[src/rtl/control_sequencer_pkg.sv]
// Shared microstore definitions: next-mode encodings, default state numbers
// and the decode flags passed from the next-state mux to the registers.
package control_sequencer_pkg;

    localparam logic [2:0] NM_ENCODE = 3'd0;
    localparam logic [2:0] NM_INCR   = 3'd1;
    localparam logic [2:0] NM_JUMP   = 3'd2;
    localparam logic [2:0] NM_WAIT   = 3'd3;
    localparam logic [2:0] NM_COND   = 3'd4;
    localparam logic [2:0] NM_CALL   = 3'd5;
    localparam logic [2:0] NM_RET    = 3'd6;
    localparam logic [2:0] NM_FETCH  = 3'd7;

    localparam int DEF_FETCH_STATE = 1;
    localparam int DEF_ERR_STATE   = 127;

    typedef struct packed {
        logic illegal;
        logic hold;
        logic timeout;
        logic push;
        logic pop;
    } ns_flags_t;

endpackage

[src/rtl/control_sequencer_next_state_mux.sv]
// Combinational 8-way next-state select; also reports which side
// effects (count, hold, timeout, call push, return pop) the mode implies.
module next_state_mux
    import control_sequencer_pkg::*;
#(
    parameter int STATE_W     = 7,
    parameter int FETCH_STATE = DEF_FETCH_STATE,
    parameter int ERR_STATE   = DEF_ERR_STATE
) (
    input  logic [STATE_W-1:0] state_i,
    input  logic [2:0]         mode_i,
    input  logic [STATE_W-1:0] sel_i,
    input  logic [STATE_W-1:0] cr_addr_i,
    input  logic               cond_i,
    input  logic               inv_i,
    input  logic               moc_i,
    input  logic               wait_done_i,
    input  logic               ret_valid_i,
    input  logic [STATE_W-1:0] ret_addr_i,
    output logic [STATE_W-1:0] next_o,
    output ns_flags_t          flags_o
);

    logic [STATE_W-1:0] inc;
    assign inc = state_i + STATE_W'(1);

    always_comb begin
        next_o  = inc;
        flags_o = '0;
        unique case (mode_i)
            NM_ENCODE: begin
                next_o          = sel_i;
                flags_o.illegal = (sel_i == STATE_W'(FETCH_STATE));
            end
            NM_INCR:  next_o = inc;
            NM_JUMP:  next_o = cr_addr_i;
            NM_WAIT: begin
                // MOC arriving on the timeout cycle still advances normally
                if (moc_i) begin
                    next_o = inc;
                end else if (wait_done_i) begin
                    next_o          = STATE_W'(ERR_STATE);
                    flags_o.timeout = 1'b1;
                end else begin
                    next_o       = state_i;
                    flags_o.hold = 1'b1;
                end
            end
            NM_COND:  next_o = (cond_i ^ inv_i) ? cr_addr_i : inc;
            NM_CALL: begin
                next_o       = cr_addr_i;
                flags_o.push = 1'b1;
            end
            NM_RET: begin
                if (ret_valid_i) begin
                    next_o      = ret_addr_i;
                    flags_o.pop = 1'b1;
                end else begin
                    next_o = STATE_W'(FETCH_STATE);
                end
            end
            NM_FETCH: next_o = STATE_W'(FETCH_STATE);
        endcase
    end

endmodule

[src/rtl/control_sequencer.sv]
// Microprogram sequencer: state register, MOC wait counter, single-level
// return register, sticky bus error and saturating illegal-dispatch count.
module control_sequencer
    import control_sequencer_pkg::*;
#(
    parameter int STATE_W     = 7,
    parameter int RESET_STATE = 0,
    parameter int FETCH_STATE = DEF_FETCH_STATE,
    parameter int ERR_STATE   = DEF_ERR_STATE,
    parameter int MOC_TIMEOUT = 15
) (
    input  logic               clk,
    input  logic               reset,
    input  logic [STATE_W-1:0] State_Sel,
    input  logic [2:0]         Next_Mode,
    input  logic [STATE_W-1:0] Cr_Addr,
    input  logic               Cond_In,
    input  logic               Inv,
    input  logic               MOC,
    output logic [STATE_W-1:0] State,
    output logic               Bus_Error,
    output logic [7:0]         Illegal_Cnt
);

    localparam int CNT_W = $clog2(MOC_TIMEOUT + 1);

    logic [STATE_W-1:0] state_q, state_d;
    logic [STATE_W-1:0] ret_q, ret_d;
    logic               ret_vld_q, ret_vld_d;
    logic [CNT_W-1:0]   wait_q, wait_d;
    logic               bus_err_q, bus_err_d;
    logic [7:0]         ill_q, ill_d;
    logic [STATE_W-1:0] next;
    logic               wait_done;
    ns_flags_t          flags;

    assign wait_done = (wait_q == CNT_W'(MOC_TIMEOUT));

    next_state_mux #(
        .STATE_W     (STATE_W),
        .FETCH_STATE (FETCH_STATE),
        .ERR_STATE   (ERR_STATE)
    ) u_mux (
        .state_i     (state_q),
        .mode_i      (Next_Mode),
        .sel_i       (State_Sel),
        .cr_addr_i   (Cr_Addr),
        .cond_i      (Cond_In),
        .inv_i       (Inv),
        .moc_i       (MOC),
        .wait_done_i (wait_done),
        .ret_valid_i (ret_vld_q),
        .ret_addr_i  (ret_q),
        .next_o      (next),
        .flags_o     (flags)
    );

    always_comb begin
        state_d   = next;
        bus_err_d = bus_err_q | flags.timeout;
        ill_d     = ill_q;
        if (flags.illegal && ill_q != 8'hFF)
            ill_d = ill_q + 8'd1;
        // only a held WAIT keeps counting; everything else restarts it
        wait_d    = flags.hold ? wait_q + CNT_W'(1) : '0;
        ret_d     = ret_q;
        ret_vld_d = ret_vld_q;
        if (flags.push) begin
            ret_d     = state_q + STATE_W'(1);
            ret_vld_d = 1'b1;
        end else if (flags.pop) begin
            ret_vld_d = 1'b0;
        end
    end

    always_ff @(posedge clk) begin
        if (reset) begin
            state_q   <= STATE_W'(RESET_STATE);
            ret_q     <= '0;
            ret_vld_q <= 1'b0;
            wait_q    <= '0;
            bus_err_q <= 1'b0;
            ill_q     <= '0;
        end else begin
            state_q   <= state_d;
            ret_q     <= ret_d;
            ret_vld_q <= ret_vld_d;
            wait_q    <= wait_d;
            bus_err_q <= bus_err_d;
            ill_q     <= ill_d;
        end
    end

    assign State       = state_q;
    assign Bus_Error   = bus_err_q;
    assign Illegal_Cnt = ill_q;

endmodule

[config.mk]
export PLATFORM = sky130hd
export DESIGN_NAME = control_sequencer
export DESIGN_NICKNAME = d
export VERILOG_FILES = /design/src/rtl/control_sequencer_pkg.sv /design/src/rtl/control_sequencer_next_state_mux.sv /design/src/rtl/control_sequencer.sv
export SDC_FILE = /design/constraint.sdc
export NUM_CORES = 1
export LEC_CHECK = 0
export BUFFER_PORTS_ARGS = -buffer_cell sky130_fd_sc_hd__buf_4
export CAP_MARGIN = 20
export CORE_ASPECT_RATIO = 1.75
export CORE_MARGIN = 4
export CORE_UTILIZATION = 30
export CTS_BUF_LIST = sky130_fd_sc_hd__clkbuf_8
export DETAILED_ROUTE_END_ITERATION = 16
export PLACE_DENSITY = 0.53
export SKIP_CTS_REPAIR_TIMING = 1
export SLEW_MARGIN = 20
export SYNTH_ARGS = -nofsm -noshare
export SYNTH_HDL_FRONTEND = slang
export SYNTH_SLANG_ARGS = --single-unit
[constraint.sdc]
create_clock -name clk -period 1.4 [get_ports clk]
set_input_delay 0.28 -clock clk [delete_from_list [all_inputs] [get_ports clk]]
set_output_delay 0.28 -clock clk [all_outputs]
set_load 0.05 [all_outputs]
==> qor.txt <==
Outcome - finished, final reports clean
CTS max path bufs - 2
Mapped Cells - 197
Area grow syn2layout - 59.1%
Clock sink total - 28
CP Class - flip-flop to flip-flop
WL/cell - 15.8 um
DRT antenna net count - 0
Final setup vio count - 0
Switching Power - 0.000567 W
Ys Warns - 0
Largest net degree at the start of global routing - 17
Synthesized area - 1620 sq um
Core area - 5260 sq um
DRC viols - 0
Worst Setup End Kind - flip-flop
Fin cells - 337
Chip height - 105 um
Final Cycle Share - 0.997
Buffers on Ports - 37
Top Ports - 38
Drt pass-1 iters - 4
Initial core utilization - 0.307
Asr flop ratio synth - 0
Nets@finish - 308
Leak - 1.03 nW
Worst vdd ir - 0.000681 V
Hold Violations, Final - 0
Initial drt markers - 65
Sequential power share - 0.433
Die Wd - 63.5 um
Clk root buf - clkbuf_8
Unrepaired setup endpoints after global routing - true
Most common cell after layout, fill and taps aside - buf_4
Die area - 6670 sq um
Hold slack - 0.292 ns
Via/cell ratio - 5.30
Vias in the first global route - 1818
Max-slew headroom - 0.778
Worst-margin pin slew - 0.332 ns
Switching Fraction - 0.285
Seq/Total Area, Yosys - 0.347
Tmin final - 1.40 ns
Final Max Slew Viols - 0
Clock power share - 0.331
Overall Global Routing Usage - 0.163
Max Clock Freq - 717 MHz
Max Fanout on Critical Path - 6
Inst Count DP - 330
Comb pwr share - 0.236
Max cap viols - 0
Final WL - 5340 um
Arrival @ worst endpoint - 1.58 ns
CP Launch Type - flip-flop
CTS tree - yes
Total CTS buffers - 3
Cell Rows - 35
Total power - 0.00199 W
Grt ovf - 0
Netlist cell types - 51
Clk pin slew, worst setup/hold paths - 0.10 ns
Main synth FF type - dfxtp_1
Final Instance Area - 2570 sq um
Most frequent cells in the layout - buf_4, nor2_1, dfxtp_1
Mean post-synth cell area - 8.20 sq um
#FFs+latches synth - 28
H-tree levels - 1
Mapped Nets - 222
Required @ worst endpoint - 1.59 ns
Vias - 1785
Final Wtd Congestion - 0.857
Share of cells above drive strength 1 - 0.486
First-pass GRT wire length - 8540 um
Fin Clk Skew - 0.00320 ns
Power Dens Cells - 773 nW/um^2
Hold Crit Class - primary input to flip-flop
Initial antenna violation count - 0
Setup TNS - 0 ns
ANT cells - 0
Clk_lat worst skew - 0.28 ns
Internal power - 0.00142 W
Post-synth EDFFs - 0
Dpl hpwl - 4290 um
Placed instance area - 2370 sq um
synth_stat cells (2+ instances only):
library cell,number,area share
a21oi_1,13,0.040
ha_1,3,0.023
o21ai_0,14,0.043
xor2_1,6,0.033
a31oi_1,4,0.015
xnor2_1,6,0.033
nand3_1,12,0.037
clkbuf_1,5,0.012
a311oi_1,2,0.011
nand2_1,12,0.028
a211oi_1,6,0.028
nor3b_1,2,0.0093
dfxtp_1,28,0.35
nor2b_1,2,0.0077
nor2_1,26,0.060
or2_2,2,0.0077
o22ai_1,3,0.012
nor3_1,4,0.012
buf_2,2,0.0062
buf_6,2,0.014
o21a_1,3,0.014
and2_1,2,0.0077
or3_1,3,0.012
nand2b_1,2,0.0077
inv_1,5,0.012
mux2i_1,3,0.019
registers in the layout, indices dropped and copies added (netlist names):
register and count:
Bus_Error 1, State 7, Illegal_Cnt 8, wait_q 4
ret_vld_q 1, ret_q 7
metrics by stage:
step / setup slack, ns / util
2_1_floorplan: -0.0478 / -
3_3_place_gp: -0.251 / 0.451
3_5_place_dp: -0.237 / 0.451
4_1_cts: -0.0818 / 0.465
5_1_grt: -0.0918 / 0.489
6_report: 0.00440 / 0.489
cells by family (layout without fill, tap and decap cells):
family,count (synthesis),count (layout),share of synthesized area
flip-flops,28,28,0.347
multiplexers,3,3,0.0186
AO/OA/AOI/OAI,60,60,0.254
AND/OR/NAND/NOR,77,77,0.249
buffers and inverters,14,99,0.0434
adder cells (fa/ha/maj),3,3,0.0232
XOR/XNOR,12,12,0.0651
routing by layer:
metal	vias to the layer above	global-route usage	routed length, um
met2	47	0.321	3010
li1	890	-	-
met1	834	0.165	1950
met5	-	0	0
met3	14	0.0215	215
met4	0	0.0665	160
worst paths after layout:
| check | startpoint | end | slack [ns] | cells past startpoint |
|---|---|---|---|---|
| worst max register to register | Illegal_Cnt[0]$_SDFFE_PP0P_ | Illegal_Cnt[1]$_SDFFE_PP0P_ | 0.004 | 7 |
| worst min-delay path | Cr_Addr[3] | State[3]$_SDFFE_PP0P_ | 0.29 | 3 |
| worst min register to register | Bus_Error$_SDFF_PP0_ | Bus_Error$_SDFF_PP0_ | 0.50 | 2 |
| worst max-delay path | Illegal_Cnt[0]$_SDFFE_PP0P_ | Illegal_Cnt[1]$_SDFFE_PP0P_ | 0.004 | 7 |
worst max-delay path: stages, from the launching register on:
cell and delay (ns):
dfxtp_4 0.37, ha_4 0.14, nand3_4 0.07, o2111ai_4 0.25, buf_6 0.15, buf_6 0.10
mux2i_1 0.17, nor2_1 0.05
power by group through the flow:
stage | clock, W | combinational [W] | sequential, W
2_1_floorplan | 0 | 0.000180 | 0.000928
3_3_place_gp | 0 | 0.000447 | 0.000879
3_5_place_dp | 0 | 0.000448 | 0.000879
4_1_cts | 0.000676 | 0.000451 | 0.000860
5_1_grt | 0.000702 | 0.000507 | 0.000865
6_report | 0.000657 | 0.000469 | 0.000862
final cells by class:
cell class / count / area, sq um
fillers: 525 / 2690
inverters: 5 / 18.8
clock inverters: 1 / 30.0
repair buffers: 90 / 683
well taps: 55 / 68.8
multi-input cells: 155 / 1120
flip-flops and latches: 28 / 603
clock buffers: 3 / 41.3
No activity file was read; power rests on OpenSTA's default activity.
